===== src/rtl/rv64g_tl_pkg.sv =====
// rv64g_tl_pkg
// Shared TileLink-C constants for the L1 client agent: channel opcodes,
// permission-transfer param encodings, the L1 permission enum and line
// geometry, plus two helpers used by the probe path to derive the new
// permission and the report param.
package rv64g_tl_pkg;

  // Channel opcodes
  localparam logic [2:0] TL_A_ACQUIRE_BLOCK  = 3'd6;
  localparam logic [2:0] TL_B_PROBE          = 3'd6;
  localparam logic [2:0] TL_C_PROBE_ACK      = 3'd4;
  localparam logic [2:0] TL_C_PROBE_ACK_DATA = 3'd5;
  localparam logic [2:0] TL_D_GRANT          = 3'd4;
  localparam logic [2:0] TL_D_GRANT_DATA     = 3'd5;
  // E carries no opcode field; the value only names the message.
  localparam logic [2:0] TL_E_GRANT_ACK      = 3'd0;

  // Grow params (Acquire)
  localparam logic [2:0] GROW_NTOB = 3'd0;
  localparam logic [2:0] GROW_NTOT = 3'd1;
  localparam logic [2:0] GROW_BTOT = 3'd2;

  // Cap params (Probe)
  localparam logic [1:0] CAP_TOT = 2'd0;
  localparam logic [1:0] CAP_TOB = 2'd1;
  localparam logic [1:0] CAP_TON = 2'd2;

  // Shrink/report params (ProbeAck)
  localparam logic [2:0] RPT_TTOB = 3'd0;
  localparam logic [2:0] RPT_TTON = 3'd1;
  localparam logic [2:0] RPT_BTON = 3'd2;
  localparam logic [2:0] RPT_TTOT = 3'd3;
  localparam logic [2:0] RPT_BTOB = 3'd4;
  localparam logic [2:0] RPT_NTON = 3'd5;

  // L1 permission, ordered so that a numeric min() is a permission min()
  typedef enum logic [1:0] {
    PERM_N = 2'd0,
    PERM_B = 2'd1,
    PERM_T = 2'd2
  } perm_e;

  localparam int BEATS_PER_LINE = 8;

  // Highest permission a probe cap leaves behind; unknown caps invalidate.
  function automatic perm_e cap_to_perm(input logic [1:0] cap);
    case (cap)
      CAP_TOT: return PERM_T;
      CAP_TOB: return PERM_B;
      default: return PERM_N;
    endcase
  endfunction

  // Report param describing the transition cur -> nxt.
  function automatic logic [2:0] report_param(input perm_e cur, input perm_e nxt);
    logic [2:0] rpt;
    rpt = RPT_NTON;
    case (cur)
      PERM_T: begin
        case (nxt)
          PERM_T:  rpt = RPT_TTOT;
          PERM_B:  rpt = RPT_TTOB;
          default: rpt = RPT_TTON;
        endcase
      end
      PERM_B:  rpt = (nxt == PERM_B) ? RPT_BTOB : RPT_BTON;
      default: rpt = RPT_NTON;
    endcase
    return rpt;
  endfunction

endpackage


===== src/rtl/rv64g_l1_tl_client_if.sv =====
// rv64g_l1_tl_client_if
// TileLink-C link between an L1 client agent and the L2 crossbar (A..E).
// master: client side (drives A, C, E and the B/D ready signals).
// slave:  manager side (drives B, D and the A/C/E ready signals).
interface rv64g_l1_tl_client_if #(
  parameter int ADDR_W   = 64,
  parameter int DATA_W   = 64,
  parameter int SOURCE_W = 6
);
  logic [2:0]          a_opcode;
  logic [2:0]          a_param;
  logic [SOURCE_W-1:0] a_source;
  logic [ADDR_W-1:0]   a_address;
  logic                a_valid;
  logic                a_ready;

  logic [2:0]          b_opcode;
  logic [2:0]          b_param;
  logic [ADDR_W-1:0]   b_address;
  logic                b_valid;
  logic                b_ready;

  logic [2:0]          c_opcode;
  logic [2:0]          c_param;
  logic [SOURCE_W-1:0] c_source;
  logic [ADDR_W-1:0]   c_address;
  logic [DATA_W-1:0]   c_data;
  logic                c_valid;
  logic                c_ready;

  logic [2:0]          d_opcode;
  logic [1:0]          d_param;
  logic [DATA_W-1:0]   d_data;
  logic [SOURCE_W-1:0] d_source;
  logic [1:0]          d_sink;
  logic                d_valid;
  logic                d_ready;

  logic                e_valid;
  logic [1:0]          e_sink;
  logic                e_ready;

  modport master (
    output a_opcode, a_param, a_source, a_address, a_valid,
    input  a_ready,
    input  b_opcode, b_param, b_address, b_valid,
    output b_ready,
    output c_opcode, c_param, c_source, c_address, c_data, c_valid,
    input  c_ready,
    input  d_opcode, d_param, d_data, d_source, d_sink, d_valid,
    output d_ready,
    output e_valid, e_sink,
    input  e_ready
  );

  modport slave (
    input  a_opcode, a_param, a_source, a_address, a_valid,
    output a_ready,
    output b_opcode, b_param, b_address, b_valid,
    input  b_ready,
    input  c_opcode, c_param, c_source, c_address, c_data, c_valid,
    output c_ready,
    output d_opcode, d_param, d_data, d_source, d_sink, d_valid,
    input  d_ready,
    input  e_valid, e_sink,
    output e_ready
  );
endinterface


===== src/rtl/rv64g_l1_tl_probe_unit.sv =====
// rv64g_l1_tl_probe_unit
// Answers B-channel Probes: looks up the L1 line, writes the capped
// permission back, and replies on C with ProbeAck or an 8-beat ProbeAckData.
// Ports:
//   clk_i, rst_ni          clock, async active-low reset
//   b_*_i / b_ready_o      B channel (manager -> client)
//   c_*_o / c_ready_i      C channel (client -> manager)
//   prb_*                  L1 lookup, data read and state-update port
//   err_o                  combinational strobe: non-Probe B message consumed
module rv64g_l1_tl_probe_unit
  import rv64g_tl_pkg::*;
#(
  parameter int                  ADDR_W   = 64,
  parameter int                  DATA_W   = 64,
  parameter int                  SOURCE_W = 6,
  parameter logic [SOURCE_W-1:0] SRC      = '0
) (
  input  logic                clk_i,
  input  logic                rst_ni,
  input  logic [2:0]          b_opcode_i,
  input  logic [2:0]          b_param_i,
  input  logic [ADDR_W-1:0]   b_address_i,
  input  logic                b_valid_i,
  output logic                b_ready_o,
  output logic [2:0]          c_opcode_o,
  output logic [2:0]          c_param_o,
  output logic [SOURCE_W-1:0] c_source_o,
  output logic [ADDR_W-1:0]   c_address_o,
  output logic [DATA_W-1:0]   c_data_o,
  output logic                c_valid_o,
  input  logic                c_ready_i,
  output logic [ADDR_W-1:0]   prb_addr_o,
  input  logic [1:0]          prb_perm_i,
  input  logic                prb_dirty_i,
  output logic [2:0]          prb_word_o,
  input  logic [DATA_W-1:0]   prb_data_i,
  output logic                prb_upd_o,
  output logic [1:0]          prb_new_perm_o,
  output logic                err_o
);

  localparam logic [2:0] LAST_BEAT = 3'(BEATS_PER_LINE - 1);

  typedef enum logic [1:0] {P_IDLE, P_LOOK, P_ACK, P_DATA} pstate_e;

  pstate_e           r_state, w_next;
  logic [ADDR_W-1:0] r_addr;
  logic [1:0]        r_cap;
  logic [2:0]        r_report, r_beat;
  perm_e             w_cur, w_cap, w_new;
  logic              w_unused;

  // The L1 never reports the reserved encoding 3; treat it as Trunk so a
  // corrupted lookup still gets downgraded rather than silently kept.
  assign w_cur = (prb_perm_i == 2'd3) ? PERM_T : perm_e'(prb_perm_i);
  assign w_cap = cap_to_perm(r_cap);
  assign w_new = (w_cur < w_cap) ? w_cur : w_cap;

  // Captures the probe, the report param computed in P_LOOK, and the data
  // beat counter, which only moves when the manager takes a beat.
  always_ff @(posedge clk_i or negedge rst_ni) begin
    if (!rst_ni) begin
      r_state  <= P_IDLE;
      r_addr   <= '0;
      r_cap    <= '0;
      r_report <= '0;
      r_beat   <= '0;
    end else begin
      r_state <= w_next;
      if (r_state == P_IDLE && b_valid_i && b_opcode_i == TL_B_PROBE) begin
        r_addr <= b_address_i;
        r_cap  <= b_param_i[1:0];
      end
      if (r_state == P_LOOK) begin
        r_report <= report_param(w_cur, w_new);
        r_beat   <= '0;
      end else if (r_state == P_DATA && c_ready_i) begin
        r_beat <= r_beat + 3'd1;
      end
    end
  end

  // Next state and handshake outputs; only dirty Trunk lines carry data.
  always_comb begin
    w_next     = r_state;
    b_ready_o  = 1'b0;
    c_valid_o  = 1'b0;
    c_opcode_o = TL_C_PROBE_ACK;
    prb_upd_o  = 1'b0;
    err_o      = 1'b0;
    case (r_state)
      P_IDLE: begin
        b_ready_o = 1'b1;
        if (b_valid_i) begin
          if (b_opcode_i == TL_B_PROBE) w_next = P_LOOK;
          else                          err_o  = 1'b1;
        end
      end
      P_LOOK: begin
        prb_upd_o = 1'b1;
        w_next    = (prb_dirty_i && w_cur == PERM_T) ? P_DATA : P_ACK;
      end
      P_ACK: begin
        c_valid_o = 1'b1;
        if (c_ready_i) w_next = P_IDLE;
      end
      P_DATA: begin
        c_valid_o  = 1'b1;
        c_opcode_o = TL_C_PROBE_ACK_DATA;
        if (c_ready_i && r_beat == LAST_BEAT) w_next = P_IDLE;
      end
      default: w_next = P_IDLE;
    endcase
  end

  assign c_param_o      = r_report;
  assign c_source_o     = SRC;
  assign c_address_o    = r_addr;
  assign c_data_o       = (r_state == P_DATA) ? prb_data_i : '0;
  assign prb_addr_o     = r_addr;
  assign prb_word_o     = r_beat;
  assign prb_new_perm_o = w_new;
  assign w_unused       = b_param_i[2];

endmodule


===== src/rtl/rv64g_l1_tl_client.sv =====
// rv64g_l1_tl_client
// Per-core TileLink-C client agent between the L1 data cache and the L2
// crossbar. Runs one AcquireBlock at a time (A -> D refill -> E GrantAck)
// while the probe unit answers B-channel Probes concurrently.
// Ports:
//   clk_i, rst_ni          clock, async active-low reset
//   req_*                  L1 miss request
//   refill_*               refill beats to the L1
//   done_valid_o/perm_o    Acquire complete, granted cap (0=T, 1=B)
//   err_o                  one-cycle protocol error pulse (registered)
//   tl                     TileLink A..E channels (master modport)
//   prb_*                  L1 probe lookup/data/update port
// Optional: define L1_TL_GRANT_TIMEOUT_EN to flag a Grant that never arrives.
module rv64g_l1_tl_client
  import rv64g_tl_pkg::*;
#(
  parameter int ADDR_W    = 64,
  parameter int DATA_W    = 64,
  parameter int SOURCE_W  = 6,
  parameter int CID_W     = 2,
  parameter int CLIENT_ID = 0
) (
  input  logic               clk_i,
  input  logic               rst_ni,
  input  logic               req_valid_i,
  output logic               req_ready_o,
  input  logic [ADDR_W-1:0]  req_addr_i,
  input  logic               req_need_t_i,
  input  logic               req_have_b_i,
  output logic               refill_valid_o,
  output logic [2:0]         refill_word_o,
  output logic [DATA_W-1:0]  refill_data_o,
  output logic               done_valid_o,
  output logic [1:0]         done_perm_o,
  output logic               err_o,
  rv64g_l1_tl_client_if.master tl,
  output logic [ADDR_W-1:0]  prb_addr_o,
  input  logic [1:0]         prb_perm_i,
  input  logic               prb_dirty_i,
  output logic [2:0]         prb_word_o,
  input  logic [DATA_W-1:0]  prb_data_i,
  output logic               prb_upd_o,
  output logic [1:0]         prb_new_perm_o
);

  localparam logic [CID_W-1:0]    CID       = CID_W'(CLIENT_ID);
  localparam logic [SOURCE_W-1:0] SRC       = {CID, {(SOURCE_W-CID_W){1'b0}}};
  localparam logic [2:0]          LAST_BEAT = 3'(BEATS_PER_LINE - 1);

  typedef enum logic [1:0] {A_IDLE, A_REQ, A_GNT, A_ACK} astate_e;

  astate_e           r_state, w_next;
  logic [ADDR_W-1:0] r_addr;
  logic [2:0]        r_param, r_beat;
  logic [1:0]        r_sink;
  logic              r_dperm, r_err;
  logic              w_latch, w_finish, w_beat_inc, w_acq_err, w_prb_err, w_tmo_err;
  logic              w_req_ready, w_a_valid, w_d_ready, w_e_valid, w_refill, w_done;
  logic              w_unused;

  // Request capture, refill beat counter, and the granted sink/cap that the
  // GrantAck and completion report need after the D burst has gone.
  always_ff @(posedge clk_i or negedge rst_ni) begin
    if (!rst_ni) begin
      r_state <= A_IDLE;
      r_addr  <= '0;
      r_param <= '0;
      r_beat  <= '0;
      r_sink  <= '0;
      r_dperm <= 1'b0;
      r_err   <= 1'b0;
    end else begin
      r_state <= w_next;
      if (w_latch) begin
        r_addr  <= {req_addr_i[ADDR_W-1:6], 6'b0};
        r_param <= !req_need_t_i ? GROW_NTOB : (req_have_b_i ? GROW_BTOT : GROW_NTOT);
      end
      if (w_finish) begin
        r_sink  <= tl.d_sink;
        r_dperm <= tl.d_param[0];
        r_beat  <= '0;
      end else if (w_beat_inc) begin
        r_beat <= r_beat + 3'd1;
      end
      r_err <= w_acq_err | w_prb_err | w_tmo_err;
    end
  end

  // Acquire FSM next state and strobes. A dataless Grant only completes an
  // upgrade from Branch; anywhere else it is treated like a bad opcode.
  always_comb begin
    w_next      = r_state;
    w_req_ready = 1'b0;
    w_a_valid   = 1'b0;
    w_d_ready   = 1'b0;
    w_e_valid   = 1'b0;
    w_refill    = 1'b0;
    w_done      = 1'b0;
    w_latch     = 1'b0;
    w_finish    = 1'b0;
    w_beat_inc  = 1'b0;
    w_acq_err   = 1'b0;
    case (r_state)
      A_IDLE: begin
        w_req_ready = 1'b1;
        if (req_valid_i) begin
          w_latch = 1'b1;
          w_next  = A_REQ;
        end
      end
      A_REQ: begin
        w_a_valid = 1'b1;
        if (tl.a_ready) w_next = A_GNT;
      end
      A_GNT: begin
        w_d_ready = 1'b1;
        if (tl.d_valid) begin
          if (tl.d_opcode == TL_D_GRANT_DATA) begin
            w_refill   = 1'b1;
            w_beat_inc = 1'b1;
            if (r_beat == LAST_BEAT) begin
              w_finish = 1'b1;
              w_next   = A_ACK;
            end
          end else if (tl.d_opcode == TL_D_GRANT && r_param == GROW_BTOT && r_beat == 3'd0) begin
            w_finish = 1'b1;
            w_next   = A_ACK;
          end else begin
            w_acq_err = 1'b1;
          end
        end
      end
      A_ACK: begin
        w_e_valid = 1'b1;
        if (tl.e_ready) begin
          w_done = 1'b1;
          w_next = A_IDLE;
        end
      end
      default: w_next = A_IDLE;
    endcase
  end

`ifdef L1_TL_GRANT_TIMEOUT_EN
  logic [15:0] r_tmo;

  // Counts idle A_GNT cycles; sits at all-ones once the timeout has fired.
  always_ff @(posedge clk_i or negedge rst_ni) begin
    if (!rst_ni)                           r_tmo <= '0;
    else if (r_state != A_GNT)             r_tmo <= '0;
    else if (!tl.d_valid && r_tmo != 16'hFFFF) r_tmo <= r_tmo + 16'd1;
  end

  assign w_tmo_err = (r_state == A_GNT) && !tl.d_valid && (r_tmo == 16'hFFFE);
`else
  assign w_tmo_err = 1'b0;
`endif

  assign req_ready_o    = w_req_ready;
  assign refill_valid_o = w_refill;
  assign refill_word_o  = r_beat;
  assign refill_data_o  = tl.d_data;
  assign done_valid_o   = w_done;
  assign done_perm_o    = {1'b0, r_dperm};
  assign err_o          = r_err;

  assign tl.a_valid   = w_a_valid;
  assign tl.a_opcode  = TL_A_ACQUIRE_BLOCK;
  assign tl.a_param   = r_param;
  assign tl.a_source  = SRC;
  assign tl.a_address = r_addr;
  assign tl.d_ready   = w_d_ready;
  assign tl.e_valid   = w_e_valid;
  assign tl.e_sink    = r_sink;

  assign w_unused = ^{req_addr_i[5:0], tl.d_source, tl.d_param[1]};

  rv64g_l1_tl_probe_unit #(
    .ADDR_W   (ADDR_W),
    .DATA_W   (DATA_W),
    .SOURCE_W (SOURCE_W),
    .SRC      (SRC)
  ) u_probe (
    .clk_i          (clk_i),
    .rst_ni         (rst_ni),
    .b_opcode_i     (tl.b_opcode),
    .b_param_i      (tl.b_param),
    .b_address_i    (tl.b_address),
    .b_valid_i      (tl.b_valid),
    .b_ready_o      (tl.b_ready),
    .c_opcode_o     (tl.c_opcode),
    .c_param_o      (tl.c_param),
    .c_source_o     (tl.c_source),
    .c_address_o    (tl.c_address),
    .c_data_o       (tl.c_data),
    .c_valid_o      (tl.c_valid),
    .c_ready_i      (tl.c_ready),
    .prb_addr_o     (prb_addr_o),
    .prb_perm_i     (prb_perm_i),
    .prb_dirty_i    (prb_dirty_i),
    .prb_word_o     (prb_word_o),
    .prb_data_i     (prb_data_i),
    .prb_upd_o      (prb_upd_o),
    .prb_new_perm_o (prb_new_perm_o),
    .err_o          (w_prb_err)
  );

endmodule

===== src/flat_wrapper.sv =====
// flat-port wrapper written by rule: the top's interface ports become plain ports
module rv64g_l1_tl_client_flat import rv64g_tl_pkg::*;
#(
  parameter int ADDR_W    = 64,
  parameter int DATA_W    = 64,
  parameter int SOURCE_W  = 6,
  parameter int CID_W     = 2,
  parameter int CLIENT_ID = 0
)
  (clk_i, rst_ni, req_valid_i, req_ready_o, req_addr_i, req_need_t_i, req_have_b_i, refill_valid_o, refill_word_o, refill_data_o, done_valid_o, done_perm_o, err_o, prb_addr_o, prb_perm_i, prb_dirty_i, prb_word_o, prb_data_i, prb_upd_o, prb_new_perm_o, tl_a_opcode, tl_a_param, tl_a_source, tl_a_address, tl_a_valid, tl_a_ready, tl_b_opcode, tl_b_param, tl_b_address, tl_b_valid, tl_b_ready, tl_c_opcode, tl_c_param, tl_c_source, tl_c_address, tl_c_data, tl_c_valid, tl_c_ready, tl_d_opcode, tl_d_param, tl_d_data, tl_d_source, tl_d_sink, tl_d_valid, tl_d_ready, tl_e_valid, tl_e_sink, tl_e_ready);
  rv64g_l1_tl_client_if #(.ADDR_W(ADDR_W), .DATA_W(DATA_W), .SOURCE_W(SOURCE_W)) tl_i ();
  input  logic clk_i;
  input  logic rst_ni;
  input  logic req_valid_i;
  output logic req_ready_o;
  input  logic [ADDR_W-1:0] req_addr_i;
  input  logic req_need_t_i;
  input  logic req_have_b_i;
  output logic refill_valid_o;
  output logic [2:0] refill_word_o;
  output logic [DATA_W-1:0] refill_data_o;
  output logic done_valid_o;
  output logic [1:0] done_perm_o;
  output logic err_o;
  output logic [ADDR_W-1:0] prb_addr_o;
  input  logic [1:0] prb_perm_i;
  input  logic prb_dirty_i;
  output logic [2:0] prb_word_o;
  input  logic [DATA_W-1:0] prb_data_i;
  output logic prb_upd_o;
  output logic [1:0] prb_new_perm_o;
  output wire logic [$bits(tl_i.a_opcode)-1:0] tl_a_opcode;
  output wire logic [$bits(tl_i.a_param)-1:0] tl_a_param;
  output wire logic [$bits(tl_i.a_source)-1:0] tl_a_source;
  output wire logic [$bits(tl_i.a_address)-1:0] tl_a_address;
  output wire logic [$bits(tl_i.a_valid)-1:0] tl_a_valid;
  input wire logic [$bits(tl_i.a_ready)-1:0] tl_a_ready;
  input wire logic [$bits(tl_i.b_opcode)-1:0] tl_b_opcode;
  input wire logic [$bits(tl_i.b_param)-1:0] tl_b_param;
  input wire logic [$bits(tl_i.b_address)-1:0] tl_b_address;
  input wire logic [$bits(tl_i.b_valid)-1:0] tl_b_valid;
  output wire logic [$bits(tl_i.b_ready)-1:0] tl_b_ready;
  output wire logic [$bits(tl_i.c_opcode)-1:0] tl_c_opcode;
  output wire logic [$bits(tl_i.c_param)-1:0] tl_c_param;
  output wire logic [$bits(tl_i.c_source)-1:0] tl_c_source;
  output wire logic [$bits(tl_i.c_address)-1:0] tl_c_address;
  output wire logic [$bits(tl_i.c_data)-1:0] tl_c_data;
  output wire logic [$bits(tl_i.c_valid)-1:0] tl_c_valid;
  input wire logic [$bits(tl_i.c_ready)-1:0] tl_c_ready;
  input wire logic [$bits(tl_i.d_opcode)-1:0] tl_d_opcode;
  input wire logic [$bits(tl_i.d_param)-1:0] tl_d_param;
  input wire logic [$bits(tl_i.d_data)-1:0] tl_d_data;
  input wire logic [$bits(tl_i.d_source)-1:0] tl_d_source;
  input wire logic [$bits(tl_i.d_sink)-1:0] tl_d_sink;
  input wire logic [$bits(tl_i.d_valid)-1:0] tl_d_valid;
  output wire logic [$bits(tl_i.d_ready)-1:0] tl_d_ready;
  output wire logic [$bits(tl_i.e_valid)-1:0] tl_e_valid;
  output wire logic [$bits(tl_i.e_sink)-1:0] tl_e_sink;
  input wire logic [$bits(tl_i.e_ready)-1:0] tl_e_ready;
  assign tl_a_opcode = tl_i.a_opcode;
  assign tl_a_param = tl_i.a_param;
  assign tl_a_source = tl_i.a_source;
  assign tl_a_address = tl_i.a_address;
  assign tl_a_valid = tl_i.a_valid;
  assign tl_i.a_ready = tl_a_ready;
  assign tl_i.b_opcode = tl_b_opcode;
  assign tl_i.b_param = tl_b_param;
  assign tl_i.b_address = tl_b_address;
  assign tl_i.b_valid = tl_b_valid;
  assign tl_b_ready = tl_i.b_ready;
  assign tl_c_opcode = tl_i.c_opcode;
  assign tl_c_param = tl_i.c_param;
  assign tl_c_source = tl_i.c_source;
  assign tl_c_address = tl_i.c_address;
  assign tl_c_data = tl_i.c_data;
  assign tl_c_valid = tl_i.c_valid;
  assign tl_i.c_ready = tl_c_ready;
  assign tl_i.d_opcode = tl_d_opcode;
  assign tl_i.d_param = tl_d_param;
  assign tl_i.d_data = tl_d_data;
  assign tl_i.d_source = tl_d_source;
  assign tl_i.d_sink = tl_d_sink;
  assign tl_i.d_valid = tl_d_valid;
  assign tl_d_ready = tl_i.d_ready;
  assign tl_e_valid = tl_i.e_valid;
  assign tl_e_sink = tl_i.e_sink;
  assign tl_i.e_ready = tl_e_ready;
  rv64g_l1_tl_client #(.ADDR_W(ADDR_W), .DATA_W(DATA_W), .SOURCE_W(SOURCE_W), .CID_W(CID_W), .CLIENT_ID(CLIENT_ID)) u_core (.clk_i(clk_i), .rst_ni(rst_ni), .req_valid_i(req_valid_i), .req_ready_o(req_ready_o), .req_addr_i(req_addr_i), .req_need_t_i(req_need_t_i), .req_have_b_i(req_have_b_i), .refill_valid_o(refill_valid_o), .refill_word_o(refill_word_o), .refill_data_o(refill_data_o), .done_valid_o(done_valid_o), .done_perm_o(done_perm_o), .err_o(err_o), .tl(tl_i), .prb_addr_o(prb_addr_o), .prb_perm_i(prb_perm_i), .prb_dirty_i(prb_dirty_i), .prb_word_o(prb_word_o), .prb_data_i(prb_data_i), .prb_upd_o(prb_upd_o), .prb_new_perm_o(prb_new_perm_o));
endmodule

===== config.mk =====
export PLATFORM = sky130hd
export DESIGN_NAME = rv64g_l1_tl_client_flat
export DESIGN_NICKNAME = d
export VERILOG_FILES = /design/src/rtl/rv64g_tl_pkg.sv /design/src/rtl/rv64g_l1_tl_client_if.sv /design/src/rtl/rv64g_l1_tl_probe_unit.sv /design/src/rtl/rv64g_l1_tl_client.sv /design/src/flat_wrapper.sv
export SDC_FILE = /design/constraint.sdc
export NUM_CORES = 1
export LEC_CHECK = 0
export BUFFER_PORTS_ARGS = -buffer_cell sky130_fd_sc_hd__clkbuf_2
export CORE_AREA = 2 2 255 257
export DETAILED_ROUTE_END_ITERATION = 10
export DIE_AREA = 0 0 257 259
export SYNTH_ARGS = -nofsm -noshare
export SYNTH_HDL_FRONTEND = slang
export SYNTH_HIERARCHICAL = 1
export SYNTH_SLANG_ARGS = --single-unit

===== constraint.sdc =====
create_clock -name clk_i -period 1.95 [get_ports clk_i]
set_input_delay 0.0975 -clock clk_i [delete_from_list [all_inputs] [get_ports clk_i]]
set_output_delay 0.0975 -clock clk_i [all_outputs]
set_load 0.02 [all_outputs]

# After elaboration in Yosys (flattened, before gate mapping)
# Index checks and enable logic that the tools add are counted.
[classes]
add_sub_neg = 2
bitwise_logic = 1
order_cmp = 1
n_eq_ne = 28
n_reduce_logical = 16
muxes = 54
[ops]
columns = ["cell", "n"]
rows = [
  ["$mux 64", 1],
  ["$mux 1", 28],
  ["$mux 2", 14],
  ["$mux 3", 6],
  ["$pmux 2 s4", 2],
  ["$eq 3x3->1 const B", 5],
  ["$eq 2x2->1 const B", 7],
  ["$ne 2x2->1 const B", 6],
  ["$eq 2x1->1 const B", 5],
  ["$pmux 2 s2", 2],
  ["$logic_and 1x1->1", 7],
  ["$add 3x1->3 const B", 2],
  ["$logic_not 2->1", 3],
  ["$pmux 3 s2", 1],
  ["$reduce_and 6->1", 1],
  ["$ne 2x1->1 const B", 2],
  ["$reduce_and 4->1", 1],
  ["$reduce_bool 2->1", 2],
  ["$eq 3x2->1 const B", 1],
  ["$logic_not 3->1", 1],
  ["$ne 3x1->1 const B", 1],
  ["$ne 3x3->1 const B", 1],
  ["$lt 2x2->1", 1],
  ["$reduce_or 2->1", 1],
  ["$or 1x1->1", 1],
]
[totals]
ff_bits = 144
in_bits = 288
wordCells = 114
output_inout_bits = 366

# Longest topological paths before layout
[logic_depth]
ltp_word = 8
depth_mapped = 6
depth_no_buf = 6

# By module
# The synthesis kept the hierarchy.
[modules_own_cells]
columns = ["mod", "area_each_um2", "cells_each", "n_inst", "seq_area_each_um2"]
rows = [
  ["rv64g_l1_tl_probe_unit", 3978.8, 353, 1, 1851.8],
  ["rv64g_l1_tl_client", 3394.5, 266, 1, 1726.7],
]

# Least setup slack after synthesis
# Ideal clock, no wire load.
[synth_path]
path_type = "register -> register"
from = "register u_core.r_state[0]"
to = "register u_core.r_beat[0], in the netlist u_core/refill_word_o[0]"
arrival_time_ps = 1666
stages_incl_launch_ff = 7
n_path_buf = 0
slack_ps = 159
setup_ps = 124
required_ps = 1826
synth_period_minus_slack_ps = 1791
path_cell_list = "dfrtp_1 inv_1 ha_1 nand2_1 nor2_1 xnor2_1 nor2_1"
[synth_between]
elab_chain_len = 3
word_cells_on_any_way = 5
classes_between = "1 x eq/ne; 3 x mux; 1 x reduce/logical"
[synth_rtl]
columns = ["element", "line", "source"]
rows = [
  ["start, declared", "rv64g_l1_tl_client.sv:52", "astate_e r_state, w_next;"],
  ["start signal, assigned", "rv64g_l1_tl_client.sv:73", "r_state <= w_next;"],
  ["$eq 2x2->1", "-", ""],
  ["$mux 1", "-", ""],
  ["net refill_valid_o", "flat_wrapper.sv:19", "output logic refill_valid_o;"],
  ["$reduce_bool 2->1 (no line)", "-", ""],
  ["end signal, assigned", "rv64g_l1_tl_client.sv:83", "r_beat <= r_beat + 3'd1;"],
  ["end, declared", "rv64g_l1_tl_client.sv:54", "logic [2:0] r_param, r_beat;"],
]
# The timed path passes the listed nets, and every way through them passes these cells.
# A chain may end at the register's enable or synchronous reset.

# Worst setup path after layout
[layout_path]
from = "register u_core.u_probe.r_cap[1]"
to = "output port prb_new_perm_o[0]"
[layout_between]
elab_chain_len = 4
word_cells_on_any_way = 5
classes_between = "1 x order compare; 1 x eq/ne; 2 x mux; 1 x reduce/logical"
[layout_rtl]
columns = ["element", "line", "source"]
rows = [
  ["start, declared", "rv64g_l1_tl_probe_unit.sv:48", "logic [1:0] r_cap;"],
  ["start signal, assigned", "rv64g_l1_tl_probe_unit.sv:72", "r_cap <= b_param_i[1:0];"],
  ["$eq 2x1->1 / $logic_not 2->1 (equally long branches)", "rv64g_tl_pkg.sv:47", "case (cap)"],
  ["$pmux 2 s2 (*)", "rv64g_tl_pkg.sv:47", ""],
  ["$lt 2x2->1", "rv64g_l1_tl_probe_unit.sv:57", "assign w_new = (w_cur < w_cap) ? w_cur : w_cap;"],
  ["$mux 2 (*)", "rv64g_l1_tl_probe_unit.sv:57", ""],
  ["end, declared", "flat_wrapper.sv:31", "output logic [1:0] prb_new_perm_o;"],
]
# Every way passes the cells marked *; elsewhere a longest branch is shown, timed or not.

==> results list <==
* Critical path endpoint category: output pin
- Chip height: 259 um
- Flops & latches, synth: 143
- The compound-gate portion of the synthesized area was 0.02681.
* RSZ-0062 raised after global routing: yes
- Number of slew-limit violations in the final report: 0
- TritonCTS built the clock tree.
* Max H-tree Level: 4
- Largest family of logic cells by synthesized area: multiplexers
- Antenna violations before repair: 0
* Final antenna diode count: 0
- The share of the Yosys chip area taken by registers is 0.4853.
- Crit-path cells: or2_4 -> ha_4 -> nor2_2 -> o22ai_2 -> inv_1 -> clkbuf_8
- The initial utilization of the core area, before any placement, comes to 0.1154.
* TNS Setup: 0 ns
- In the final design database the tool counted roughly 1400 nets.
- In the final layout, the share of cells above drive strength 1 is 0.5748.
* Dpl cells: about 1800
- The multi-input combinational cells in the finished layout cover a total of roughly 2500 um2.
- Buffers added on ports: 486
- Power comes to 0.01514 W.
- Once detail routing completed, the nets flagged for antenna violations numbered 0.
- Post-DR wirelength/cell: between 10 and 15 um
- The die covers between 60000 and 70000 um2.
- Most used flip-flop cell after synthesis: sky130_fd_sc_hd__dfrtp_1
* Average size of a mapped cell: about 12 um2
* Number of violations of the max-capacitance limit: 0
- Detailed placement finished with a half-perimeter wire length of 18830 um.
- Synthesized-area fraction occupied by adder cells: 0.01867
- Data arrives at the worst endpoint at around 1.8 ns.
* Minimum setup slack in the final design: 0.02306 ns
* Clock-pin slew of the registers on the worst-case setup and hold paths: roughly 0.070 ns
- Via-per-instance ratio: between 3 and 4
- Weighted congestion at the end of routability-driven global placement: about 0.77
- Layout fillers: around 7000
* Synth warn: 6
- Number of design-rule violations left by the first detailed-router iteration: approximately 220
* DR vias: between 6000 and 7000
* Simple-gate share of the synthesized area: 0.08349
* Global-route total usage across every layer: 0.07530
* Worst slack after detailed placement: 0.1784 ns
- Post-layout utilization of the core: 0.1869
* Xor/xnor cell area share of the yosys netlist: 0.001188
- Pwr per Cell Area: 1268 nW/um2
* Pin count of the biggest net entering global routing: between 70 and 80
* Post-synthesis mux area share: 0.1955
- Synthesis instantiated 39 different standard cells from the library.
- Clk_lat worst skew: ~0.47 ns
- For this run, design rule violations remaining after detail routing come to 0.
- The core region is about 64000 um2.
- Standard cell with the maximum stage delay on the critical path: sky130_fd_sc_hd__dfrtp_1
- Status: completed
- Number of enable-type register cells in the synthesized netlist: 0
- Measured in cells, the most critical reg-to-reg path has a length of 7.
* Peak supply drop: about 0.63 mV
- The worst hold path passes through 4 cells.
- Area taken by flip-flops and latches: 3578 um2
* Clock skew after layout: between 0.015 and 0.02 ns
- First-pass GRT wire length: about 37000 um
* Area added between synthesis and finish: 61.96%
* Vias in the first global route: between 6000 and 7000
- Pre-antenna DRT Iters: 4
- Delay-heaviest family, CP: flip-flops
- Final count of negative-setup-slack endpoints: 0
- Wires add up to approximately 26000 um.
* Critical-path maximum fanout: 3
* CTS Buffer Depth: 2
- Commonest cells after routing, fill and taps aside: sky130_fd_sc_hd__clkbuf_2 (484), sky130_fd_sc_hd__dfrtp_1 (143), sky130_fd_sc_hd__dlygate4sd3_1 (134)
* Leak Pwr: between 6 and 7 nW
- Proportion of register bits with asynchronous set or reset after synthesis: 1.000
* Area of the mapped netlist: around 7400 um2
- Summed over all layers, the global routing overflow is 0.
* Worst path required time: 1.85 ns
- Together, buffers and inverters on the worst path number 2.
* Endpoint of the worst-slack reg-to-reg timing path: u_core/r_state[1]
- Class of the tightest hold or removal check: in -> reg
- The hold violation total from the final report came to 0.
* Synthesized instance count: around 620
- Kind of start point of the critical path: register
* Highest Clock Rate: 0.5190 GHz
- For this run, the number of standard cells in the final layout without fillers is between 1500 and 2000.
- Placement row count: between 90 and 100
- For hold timing, the worst endpoint is u_core/u_probe/r_state[0].
- Fraction of the cycle the final worst path needs: 0.9882
- The die is ~260 um wide.
- Count of clock tree sinks: ~140
- Number of primary I/O pins: between 600 and 700
* Number of buffers created by CTS: 17
- Cell at the root of the clock tree: sky130_fd_sc_hd__clkbuf_16
- The routed design could run at a clock period as short as roughly 1.9 ns.
* Most common library cell in the layout ignoring fill and taps: sky130_fd_sc_hd__clkbuf_2
* Crit-path max cell delay: approximately 0.41 ns
- The worst register-to-register path begins at u_core/r_state[0].
- For flop-to-flop paths, the worst setup slack is between 0.1 and 0.15 ns.
* Kind of critical path: reg -> out
- Origin of the worst min-delay path: prb_dirty_i
[what timing repair did]
action | CTS | global route
hold endpoints to repair | 257 | 0
pin swaps | 3 | 0
setup endpoints to repair | 8 | 3
buffers inserted | 1 | 1
gates resized for setup | 12 | 6
hold buffers | 134 | 0
[worst reg2reg max path, cell delays in order, from the launching register on]
cell	delay, ns
sky130_fd_sc_hd__dfrtp_1	0.41
sky130_fd_sc_hd__inv_1	0.11
sky130_fd_sc_hd__ha_1	0.25
sky130_fd_sc_hd__buf_4	0.15
sky130_fd_sc_hd__inv_1	0.05
sky130_fd_sc_hd__o22ai_1	0.08
sky130_fd_sc_hd__a311oi_2	0.30
sky130_fd_sc_hd__mux2_1	0.35
[where the power goes]
| part | switching [W] | leakage [nW] | total, W | internal (W) |
|---|---|---|---|---|
| Combinational | 0.00393 | 4.08 | 0.00655 | 0.00262 |
| Sequential | 0.000780 | 1.73 | 0.00491 | 0.00413 |
| Clock | 0.00148 | 0.311 | 0.00368 | 0.00220 |
| Total | 0.00618 | 6.12 | 0.0151 | 0.00896 |
[logic make-up (layout without fill, tap and decap cells)]
group                    count (synthesis)  count (layout)
AND/OR/NAND/NOR                        103             103
AO/OA/AOI/OAI                           29              29
buffers and inverters                  200             689
other                                    4              25
multiplexers                           128             128
adder cells (fa/ha/maj)                 11              11
flip-flops                             143             143
XOR/XNOR                                 1               1
[per-layer routing]
layer,part of all wire,global-route usage
met3,0.073,0.02714
met4,0.047,0.05152
met1,0.37,0.07523
met5,0,0
met2,0.51,0.1313
[stage by stage]
| stage | hold WS (ns) | area [um2] |
|---|---|---|
| finish | 0.07799 | 11940 |
| global route | 0.05078 | 11940 |
| CTS | 0.01248 | 11910 |
| detailed placement | 0.07672 | 9871 |
| global placement | 0.07931 | 9871 |
| floorplan | -0.1981 | 7452 |
[synth_stat cells, types with 4 or more instances]
cell | number | share of area
sky130_fd_sc_hd__clkbuf_1 | 17 | 0.0087
sky130_fd_sc_hd__mux2_2 | 97 | 0.15
sky130_fd_sc_hd__o21ai_0 | 12 | 0.0081
sky130_fd_sc_hd__buf_2 | 7 | 0.0048
sky130_fd_sc_hd__mux2_1 | 31 | 0.047
sky130_fd_sc_hd__inv_1 | 15 | 0.0076
sky130_fd_sc_hd__ha_1 | 11 | 0.019
sky130_fd_sc_hd__conb_1 | 4 | 0.0020
sky130_fd_sc_hd__buf_6 | 4 | 0.0061
sky130_fd_sc_hd__dfrtp_1 | 143 | 0.49
sky130_fd_sc_hd__buf_4 | 157 | 0.16
sky130_fd_sc_hd__and3_1 | 65 | 0.055
sky130_fd_sc_hd__nand2_1 | 17 | 0.0087
[worst max path at each step]
| stage | from | to | slack, ns | cells after the start |
|---|---|---|---|---|
| after floorplan | u_core/r_state[0] | u_core/refill_word_o[0] | 0.16 | 6 |
| after global placement | u_core/r_state[0] | u_core/r_state[1] | 0.20 | 6 |
| after detailed placement | u_core/refill_word_o[0] | u_core/r_state[1] | 0.18 | 6 |
| after CTS | u_core/u_probe/r_cap[0] | prb_new_perm_o[0] | 0.002 | 6 |
| after global routing | u_core/u_probe/r_cap[0] | prb_new_perm_o[0] | -0.08 | 6 |
| final | u_core/u_probe/r_cap[1] | prb_new_perm_o[0] | 0.02 | 6 |
[area by class of cell]
type | instances | area share
Sequential cell | 143 | 0.2997
Inverter | 15 | 0.004715
Multi-Input combinational cell | 297 | 0.2134
Timing Repair Buffer | 642 | 0.3391
Tap cell | 855 | 0.08959
Clock inverter | 13 | 0.01645
Clock buffer | 19 | 0.03709
[state kept, by name (all words and copies together) (netlist names)]
register,count
u_core/u_probe/c_address_o,64
u_core/tl.a_address,58
u_core/refill_word_o,3
u_core/u_probe/c_param_o,3
u_core/u_probe/prb_word_o,3
u_core/r_state,2
u_core/tl.a_param,2
u_core/tl.e_sink,2
u_core/u_probe/r_cap,2
u_core/u_probe/r_state,2
u_core/err_o,1
u_core/r_dperm,1
Note: power is estimated with default switching activity, not from simulation.
